`config.mk`:
```
export PLATFORM = sky130hd
export DESIGN_NAME = if_stage_bp
export DESIGN_NICKNAME = d
export VERILOG_FILES = /design/src/rtl/if_stage_bp.sv
export SDC_FILE = /design/constraint.sdc
export NUM_CORES = 1
export LEC_CHECK = 0
export CAP_MARGIN = 20
export CORE_MARGIN = 2
export CORE_UTILIZATION = 30
export DETAILED_ROUTE_END_ITERATION = 10
export PLACE_DENSITY = 0.54
export REMOVE_ABC_BUFFERS = 1
export SYNTH_ARGS = -nofsm -noshare
export SYNTH_HDL_FRONTEND = slang
export SYNTH_SLANG_ARGS = --single-unit
```
`constraint.sdc`:
```
create_clock -name clk_i -period 6.2 [get_ports clk_i]
set_clock_uncertainty 0.05 [all_clocks]
set_input_delay 0.62 -clock clk_i [delete_from_list [all_inputs] [get_ports clk_i]]
set_output_delay 0.62 -clock clk_i [all_outputs]
set_load 0.02 [all_outputs]
```
`src/rtl/if_stage_bp.sv`:
```
// Instruction-fetch PC unit with a direct-mapped BTB and 2-bit saturating
// direction counters; execute trains the BTB and redirects on mispredict.
module if_stage_bp #(
  parameter int unsigned    XLEN        = 32,
  parameter int unsigned    BTB_ENTRIES = 16,
  parameter logic [XLEN-1:0] RESET_PC   = '0
) (
  input  logic            clk_i,
  input  logic            rst_ni,
  input  logic            stall_i,
  input  logic            flush_i,
  input  logic [XLEN-1:0] redirect_pc_i,
  input  logic            upd_valid_i,
  input  logic [XLEN-1:0] upd_pc_i,
  input  logic [XLEN-1:0] upd_target_i,
  input  logic            upd_taken_i,
  output logic [XLEN-1:0] pc_o,
  output logic            pred_taken_o,
  output logic [XLEN-1:0] pred_target_o
);

  localparam int unsigned IDX  = $clog2(BTB_ENTRIES);
  localparam int unsigned TAGW = XLEN - IDX - 2;

  localparam logic [1:0] CTR_SNT = 2'b00;
  localparam logic [1:0] CTR_WNT = 2'b01;
  localparam logic [1:0] CTR_WT  = 2'b10;
  localparam logic [1:0] CTR_ST  = 2'b11;

  logic [XLEN-1:0] pc_q, pc_d;

  logic            valid_q  [BTB_ENTRIES];
  logic [TAGW-1:0] tag_q    [BTB_ENTRIES];
  logic [XLEN-1:0] target_q [BTB_ENTRIES];
  logic [1:0]      ctr_q    [BTB_ENTRIES];

  logic [IDX-1:0]  lk_idx;
  logic [TAGW-1:0] lk_tag;
  logic            lk_hit;

  logic [IDX-1:0]  up_idx;
  logic [TAGW-1:0] up_tag;
  logic            up_hit;
  logic [1:0]      up_ctr;
  logic            upd_we;
  logic [1:0]      upd_ctr_d;
  logic [XLEN-1:0] upd_target_d;

  // Low PC bits are byte offsets within a word and never index the BTB.
  logic unused_upd_lsbs;
  assign unused_upd_lsbs = ^upd_pc_i[1:0];

  // Lookup for the current fetch PC; reads the pre-update BTB contents.
  always_comb begin
    lk_idx        = pc_q[IDX+1:2];
    lk_tag        = pc_q[XLEN-1:IDX+2];
    lk_hit        = valid_q[lk_idx] && (tag_q[lk_idx] == lk_tag);
    pred_taken_o  = lk_hit && ctr_q[lk_idx][1];
    pred_target_o = pred_taken_o ? target_q[lk_idx] : '0;
  end

  // Next PC: flush > stall > predicted target > sequential.
  always_comb begin
    pc_d = pc_q + XLEN'(4);
    if (flush_i) begin
      pc_d = redirect_pc_i;
    end else if (stall_i) begin
      pc_d = pc_q;
    end else if (pred_taken_o) begin
      pc_d = pred_target_o;
    end
  end

  // Training: taken allocates or strengthens, not-taken only weakens a hit.
  always_comb begin
    up_idx       = upd_pc_i[IDX+1:2];
    up_tag       = upd_pc_i[XLEN-1:IDX+2];
    up_hit       = valid_q[up_idx] && (tag_q[up_idx] == up_tag);
    up_ctr       = ctr_q[up_idx];
    upd_we       = 1'b0;
    upd_ctr_d    = up_ctr;
    upd_target_d = target_q[up_idx];
    if (upd_valid_i) begin
      if (upd_taken_i) begin
        upd_we       = 1'b1;
        upd_target_d = upd_target_i;
        if (!up_hit) begin
          upd_ctr_d = CTR_WT;
        end else if (up_ctr != CTR_ST) begin
          upd_ctr_d = 2'(up_ctr + 2'd1);
        end
      end else if (up_hit) begin
        upd_we = 1'b1;
        if (up_ctr != CTR_SNT) begin
          upd_ctr_d = 2'(up_ctr - 2'd1);
        end
      end
    end
  end

  always_ff @(posedge clk_i) begin
    if (!rst_ni) begin
      pc_q <= RESET_PC;
      for (int unsigned i = 0; i < BTB_ENTRIES; i++) begin
        valid_q[i] <= 1'b0;
        ctr_q[i]   <= CTR_WNT;
      end
    end else begin
      pc_q <= pc_d;
      if (upd_we) begin
        valid_q[up_idx]  <= 1'b1;
        tag_q[up_idx]    <= up_tag;
        target_q[up_idx] <= upd_target_d;
        ctr_q[up_idx]    <= upd_ctr_d;
      end
    end
  end

  assign pc_o = pc_q;

endmodule

```
# Yosys cells after proc, flatten, opt, wreduce, memory -nomap -nowiden
# Memory sizes are Yosys's and may differ from the RTL's. A register that Yosys moved wholly into a read port is not among the register bits.
# Cells that the tools add are included.
# classes
addsub	3
eq_ne	6
n_mux	33
n_reduce_logical	7
# ops
operator	n
32-bit 2-to-1 mux	6
26-bit equality test	2
4-bit 2-to-1 mux	10
32-bit by 3-bit adder with 32-bit output (second input constant)	1
2-bit 2-to-1 mux	7
1-bit 2-to-1 mux	10
2-bit != test (second input constant)	2
1-bit logical AND	3
3-bit AND reduction	1
2-bit by 1-bit adder with 2-bit output (second input constant)	1
2-bit by 1-bit != test with 1-bit output (second input constant)	1
2-bit nonzero test	1
2-bit OR reduction	1
2-bit by 1-bit subtractor with 2-bit output (second input constant)	1
1-bit != test (second input constant)	1
1-bit OR reduction	1
# word_totals
regBits	32
mem_bits_rw	976
in_bits	102
out_inout_bits	65
memories	4
# memory_table
memory	depth	word_bits	read_ports	rd_clocked_by_memory_dff	wr	line	rtl
target_q	16	32	1	1	1	34	logic [XLEN-1:0] target_q [BTB_ENTRIES];
tag_q	16	26	2	1	1	33	logic [TAGW-1:0] tag_q [BTB_ENTRIES];
ctr_q	16	2	2	1	16	35	logic [1:0] ctr_q [BTB_ENTRIES];
valid_q	16	1	2	1	16	32	logic valid_q [BTB_ENTRIES];

# Logic depth before layout (Yosys ltp)
# Gate-level depths: netlist (run 1).
# An unclocked memory read counts as a cell.
# depth
ltp_word	11
ltp_mapped	16
ltp_nobuf	9

# Worst setup path after synthesis (run 1)
# Ideal clock, no wire load.
# synth_path
path_type	input -> register
startpoint	in upd_pc_i[2]
endpoint	mem tag_q[0][0] (netlist bit) (enable)
arrival_time_ns	5.399
required_time_ns	5.708
slack_ns	0.309
path_stages	13
n_path_buf	5
path_cell_list	buf_2 buf_6 buf_2 mux4_2 mux4_2 xor2_1 nor4_1 nand3_1 nor3_2 o21ai_1 buf_2 buf_1 nor3_1
# synth_between
elab_chain_cells	9
# synth_lines
item	line	rtl
start: declaration	14	input logic [XLEN-1:0] upd_pc_i,
memory read 16 x 26 bit	n/a	
26-bit equality test	78	up_hit = valid_q[up_idx] && (tag_q[up_idx] == up_tag);
1-bit logical AND	78	
1-bit 2-to-1 mux	92	end else if (up_hit) begin
1-bit 2-to-1 mux	84	if (upd_taken_i) begin
1-bit 2-to-1 mux	83	if (upd_valid_i) begin
1-bit 2-to-1 mux	110	if (upd_we) begin
1-bit 2-to-1 mux	102	if (!rst_ni) begin
1-bit 2-to-1 mux (not written as such)	112	tag_q[up_idx] <= up_tag;
end: declaration	33	
# Parallel ways exist; a longest one is shown, timed or not.

==> out/qor.csv, run 1 <==
metric;value;unit
io-pin-count;167;
dieArea;152000;sq um
start_kind;flop;
antenna_left;0;
fin_cells;4572;
dominantRegCellSynth;edfxtp_1;
drt_iter0_drc;2631;
wl_per_cell;29.2;um
synth_seq_area_share;67.0;%
insertion_delay;0.70;ns
routabilityCongestion;0.854;
drcViolationCount;0;
antenna_found_initial;15;
setup_violations;0;
slew_headroom;28.3;%
fp.dieH;390;um
layout.nets;2664;
routed_wl;134000;um
vias;25000;
grt_util_met2;28.2;%
layout_commonest_cell;edfxtp_1;
hold_start;rst_ni;
grt-ovfl-total;0;
hpwl;84800;um
fillers;13600;
initial_core_util;30.2;%
synth.area.top_cells;edfxtp_1 65%, mux4_2 18%, mux2i_1 3.4%;
holdWs;0.287;ns
cts_buffers;101;
ctsHoldBuffers;0;
fin_crit_sh;96.1;%
cp.required;5.53;ns
end_kind;output pin;
cap_violations;0;
ys_seq_elements;1012;
h-tree-depth;3;
layout_min_cycle_time;5.96;ns
io_buffers;164;
path_class;reg -> out;
path_max_fanout;41;
cts_root_buf;clkbuf_16;
cts_buffer_depth;3;
slew_viol_final;0;
power;14.9;mW
core_region_area;148000;sq um
fmax;168;MHz
syn_area_per_cell;19.0;sq um
dr.pass1.iters;5;
gr-max-usage-layer;met2;
final_hold_viol_count;0;
ir_worst_vdd;0.245;mV
synth_area;44600;sq um
die_w;390;um
arrival;5.29;ns
clock_sinks;1012;
synth_top_cell_by_area;edfxtp_1;
grt_max_degree;107;
rsz0062_at_grt;false;
via_per_inst;5.47;
ys_async_sr_fraction;0;%
synth_cells;2349;
first_global_vias;25800;
num_rows;141;
p_leak;16.1;nW
cts.clk_slew.worst_paths;0.06;ns
dp_cells;4386;
synth-edff-count;960;
final.setup.tns;0;ns
grt.met1_usage;23.7;%
synth_top_area_share;64.6;%
cts_tree;built;
grtUsageTotal;17.4;%
hold_path_class;in -> reg;
area_growth;17.2;%
worst-slew-pin-transition;1.07;ns
yosysWarnings;0;
p_per_area;286;nW/um^2
drive_gt1_share;27.1;%
ys_types;76;
layout_common_cells;960 x edfxtp_1, 352 x mux4_2, 152 x clkdlybuf4s50_1;
status;finished, final reports clean;
use_met3;4.17;%
grt_pass1_wl;190000;um
-- critical path: stages, from the launching register on --
cell and delay (ns):
dfxtp_4 0.87, mux4_2 0.34, mux2i_1 0.07, mux2i_1 0.75
xor2_1 0.20, or4_1 0.44, or3_1 0.45, buf_4 0.20
nor4_1 0.36, buf_4 0.23, clkdlybuf4s50_1 0.62
-- metal layers --
metal	share of wire, %	vias up
met5	0.066	-
met4	2.1	14
met3	8.6	210
met2	47	1148
met1	42	13300
li1	-	10300
-- repair_timing --
action | in CTS | in global routing
gates resized for setup | 0 | 1
endpoints found under the setup margin | 2 | 26
buffers inserted | 1 | 1
-- final timing paths --
path / slack, ns / end / cells after the start
setup reg to reg: 1.52 / pc_o[0]$_SDFFE_PN0P_ / 10
hold / removal: 0.29 / valid_q[1]$_DFF_P_ / 3
hold reg to reg: 0.43 / valid_q[8]$_DFF_P_ / 2
setup / recovery: 0.24 / pred_target_o[30] / 10
-- kinds of logic after synthesis --
logic type / share of synthesized area (%)
multiplexers: 22.1
flip-flops: 67.0
AO/OA/AOI/OAI: 3.57
AND/OR/NAND/NOR: 4.14
XOR/XNOR: 1.14
adder cells (fa/ha/maj): 0.0505
buffers and inverters: 2.03
-- state kept, by name (all words and copies together) (netlist names), named ones only --
signal / count
target_q: 512
tag_q: 416
ctr_q: 32
pc_o: 32
valid_q: 16
-- power by group --
part           internal, mW  switching (mW)
Sequential             7.54          0.0951
Clock                  3.28            2.63
Combinational         0.602           0.793
-- cell usage after synthesis (6+ instances only) --
master,number
a22oi_1,9
a31oi_1,8
or4b_1,11
buf_2,53
o211ai_1,6
nand4_1,7
o22ai_1,15
nor3_1,33
o31ai_1,37
nor2_1,54
nand2b_1,6
mux4_2,352
nor4_1,28
or3_1,7
or4b_2,6
a221oi_1,11
clkbuf_1,67
and3_1,9
o21ai_0,40
mux2i_1,151
buf_6,12
mux2_2,37
nor2b_1,10
buf_1,22
xnor2_1,30
dfxtp_1,52
nand2_1,71
a22o_1,24
edfxtp_1,960
buf_4,13
and2_1,38
inv_1,9
nand3_1,22
xor2_1,28
a21oi_1,28
-- layout make-up --
cell class | count | area [sq um] | area share, %
Timing Repair Buffer | 278 | 2730 | 5.23
Inverter | 11 | 41.3 | 0.0790
Clock buffer | 123 | 2630 | 5.03
Sequential cell | 1012 | 29900 | 57.2
Multi-Input combinational cell | 1157 | 14000 | 26.9
Clock inverter | 60 | 533 | 1.02
Tap cell | 1930 | 2410 | 4.62
Antenna cell | 1 | 2.50 | 0.00479
-- metrics by stage --
step / worst slack, ns / utilization (%) / cell area [sq um]
after CTS: 0.0737 / 35.4 / 52300
final: 0.239 / 35.4 / 52300
after global routing: 0.0322 / 35.4 / 52300
after global placement: 0.738 / 33.2 / 49000
after floorplan: -6.65 / - / 43700
after detailed placement: 0.773 / 33.2 / 49100
No activity file was read; power rests on OpenSTA's default activity.
==> inputs of run 2 (changes only) <==
--- a/config.mk
+++ b/config.mk
@@ -8,6 +8,7 @@
 export CAP_MARGIN = 20
 export CORE_MARGIN = 2
 export CORE_UTILIZATION = 30
+export CTS_BUF_LIST = sky130_fd_sc_hd__clkbuf_8 sky130_fd_sc_hd__clkbuf_16
 export DETAILED_ROUTE_END_ITERATION = 10
 export PLACE_DENSITY = 0.54
 export REMOVE_ABC_BUFFERS = 1
==> out/qor.csv, run 2 (synthesized netlist as in run 1, its figures left out) <==
metric;value;unit;change
status;finished, final reports clean;;unchanged
clock_sinks;1012;;unchanged
grtUsageTotal;17.4;%;unchanged
p_leak;16.2;nW;was 16.1 nW
path_max_fanout;41;;unchanged
dr.pass1.iters;5;;unchanged
final_hold_viol_count;0;;unchanged
drt_iter0_drc;2625;;was 2631
fp.dieH;390;um;unchanged
switching_share;23.6;%;about the same
p_sw;3.52;mW;about the same
power;14.9;mW;about the same
dieArea;152000;sq um;unchanged
via_per_inst;5.47;;about the same
drcViolationCount;0;;unchanged
setup_violations;0;;unchanged
dp_cells;4386;;unchanged
antenna_found_initial;15;;unchanged
multi_input_area;14000;sq um;unchanged
cts.clk_slew.worst_paths;0.06;ns;about the same
gr-max-usage-layer;met2;;unchanged
end_kind;output pin;;unchanged
io_buffers;164;;unchanged
area_growth;17.2;%;about the same
use_met3;4.17;%;unchanged
routed_wl;134000;um;about the same
fin_cells;4573;;was 4572
cts_buffer_depth;3;;unchanged
p_comb_share;9.4;%;was 9.3%
antenna_left;0;;unchanged
layout_min_cycle_time;5.96;ns;about the same
vias;25000;;about the same
cts_root_buf;clkbuf_16;;unchanged
p_per_area;285;nW/um^2;was 286 nW/um^2
num_rows;141;;unchanged
fin_crit_sh;96.2;%;was 96.1%
regMostFlops;target_q;;unchanged
layout_commonest_cell;edfxtp_1;;unchanged
cts_tree;built;;unchanged
seq_area;29900;sq um;unchanged
fillers;13600;;about the same
io-pin-count;167;;unchanged
first_global_vias;25800;;unchanged
hold_path_class;in -> reg;;unchanged
wl_per_cell;29.2;um;about the same
core_region_area;148000;sq um;unchanged
cap_violations;0;;unchanged
largest_reg_flops;512;;unchanged
drive_gt1_share;27.1;%;unchanged
die_w;390;um;unchanged
grt.met1_usage;23.7;%;unchanged
clkPwrFrac;39.4;%;was 39.6%
worst-slew-pin-transition;1.08;ns;was 1.07 ns
slew_headroom;28.1;%;was 28.3%
hpwl;84800;um;unchanged
layout.nets;2664;;unchanged
insertion_delay;0.70;ns;about the same
h-tree-depth;3;;unchanged
grt_util_met2;28.2;%;unchanged
seqPwrFrac;51.2;%;was 51.1%
reg_top3;target_q (512), tag_q (416);;unchanged
routabilityCongestion;0.854;;unchanged
ctsHoldBuffers;0;;unchanged
slew_viol_final;0;;unchanged
rsz0062_at_grt;false;;unchanged
fmax;168;MHz;about the same
final.setup.tns;0;ns;unchanged
grt_pass1_wl;190000;um;unchanged
cts_buffers;101;;unchanged
cp.required;5.53;ns;about the same
path_class;reg -> out;;unchanged
grt-ovfl-total;0;;unchanged
start_kind;flop;;unchanged
layout_common_cells;960 x edfxtp_1, 352 x mux4_2, 152 x clkdlybuf4s50_1;;unchanged
fin_util;35.4;%;about the same
p_int;11.4;mW;about the same
initial_core_util;30.2;%;unchanged
arrival;5.29;ns;about the same
ir_worst_vdd;0.245;mV;about the same
grt_max_degree;107;;unchanged
run 2: changes by cell type in the layout (fill, tap and decap cells not counted), sizes merged:
cell | previous run | this run
diode | 1 | 2
inv | 11 | 32
clkbuf | 123 | 102
run 2: worst max-delay path, cell delays in order, from the launching register on:
cell,delay (ns)
dfxtp_4,0.85
mux4_2,0.34
mux2i_1,0.07
mux2i_1,0.76
xor2_1,0.20
or4_1,0.44
or3_1,0.45
buf_4,0.20
nor4_1,0.35
buf_4,0.23
clkdlybuf4s50_1,0.62
run 2: path summary, 6_finish.rpt:
| check | start | endpoint | slack (ns) | depth (start not counted) |
|---|---|---|---|---|
| worst max-delay path | flop | pred_target_o[30] | 0.24 | 10 |
| worst min-delay path | rst_ni | valid_q[1]$_DFF_P_ | 0.29 | 3 |
| worst max register to register | flop | pc_o[0]$_SDFFE_PN0P_ | 1.52 | 10 |
| worst min register to register | valid_q[8]$_DFF_P_ | valid_q[8]$_DFF_P_ | 0.43 | 2 |
run 2: area by class of cell:
type	count	area share [%]
Tap cell	1930	4.62
Inverter	11	0.0790
Clock buffer	102	4.88
Timing Repair Buffer	278	5.23
Clock inverter	81	1.17
Antenna cell	2	0.00957
Multi-Input combinational cell	1157	26.9
Sequential cell	1012	57.2
run 2: power by group through the flow:
stage	Sequential (mW)	Clock (mW)	Combinational, mW
after global routing	7.64	6.26	1.48
after floorplan	7.84	0	0.825
final	7.64	5.88	1.40
after CTS	7.64	6.00	1.39
after detailed placement	7.79	0	1.38
after global placement	7.78	0	1.36
run 2: what timing repair did:
action,4_1_cts,5_1_grt
setup buffers,1,1
endpoints found under the setup margin,2,26
gates resized for setup,0,1
run 2: routing by layer:
layer,wire (um),vias to the layer above
met5,88,-
met4,2730,14
met3,11700,201
met2,63200,1197
met1,56000,13300
li1,-,10300
run 2: metrics by stage:
step                worst slack (ns)  hold WS, ns  cell area (sq um)
finish                         0.235        0.290              52300
floorplan                      -6.65        0.381              43700
global placement               0.738        0.408              49000
CTS                           0.0737        0.260              52300
detailed placement             0.773        0.422              49100
global route                  0.0322        0.284              52300
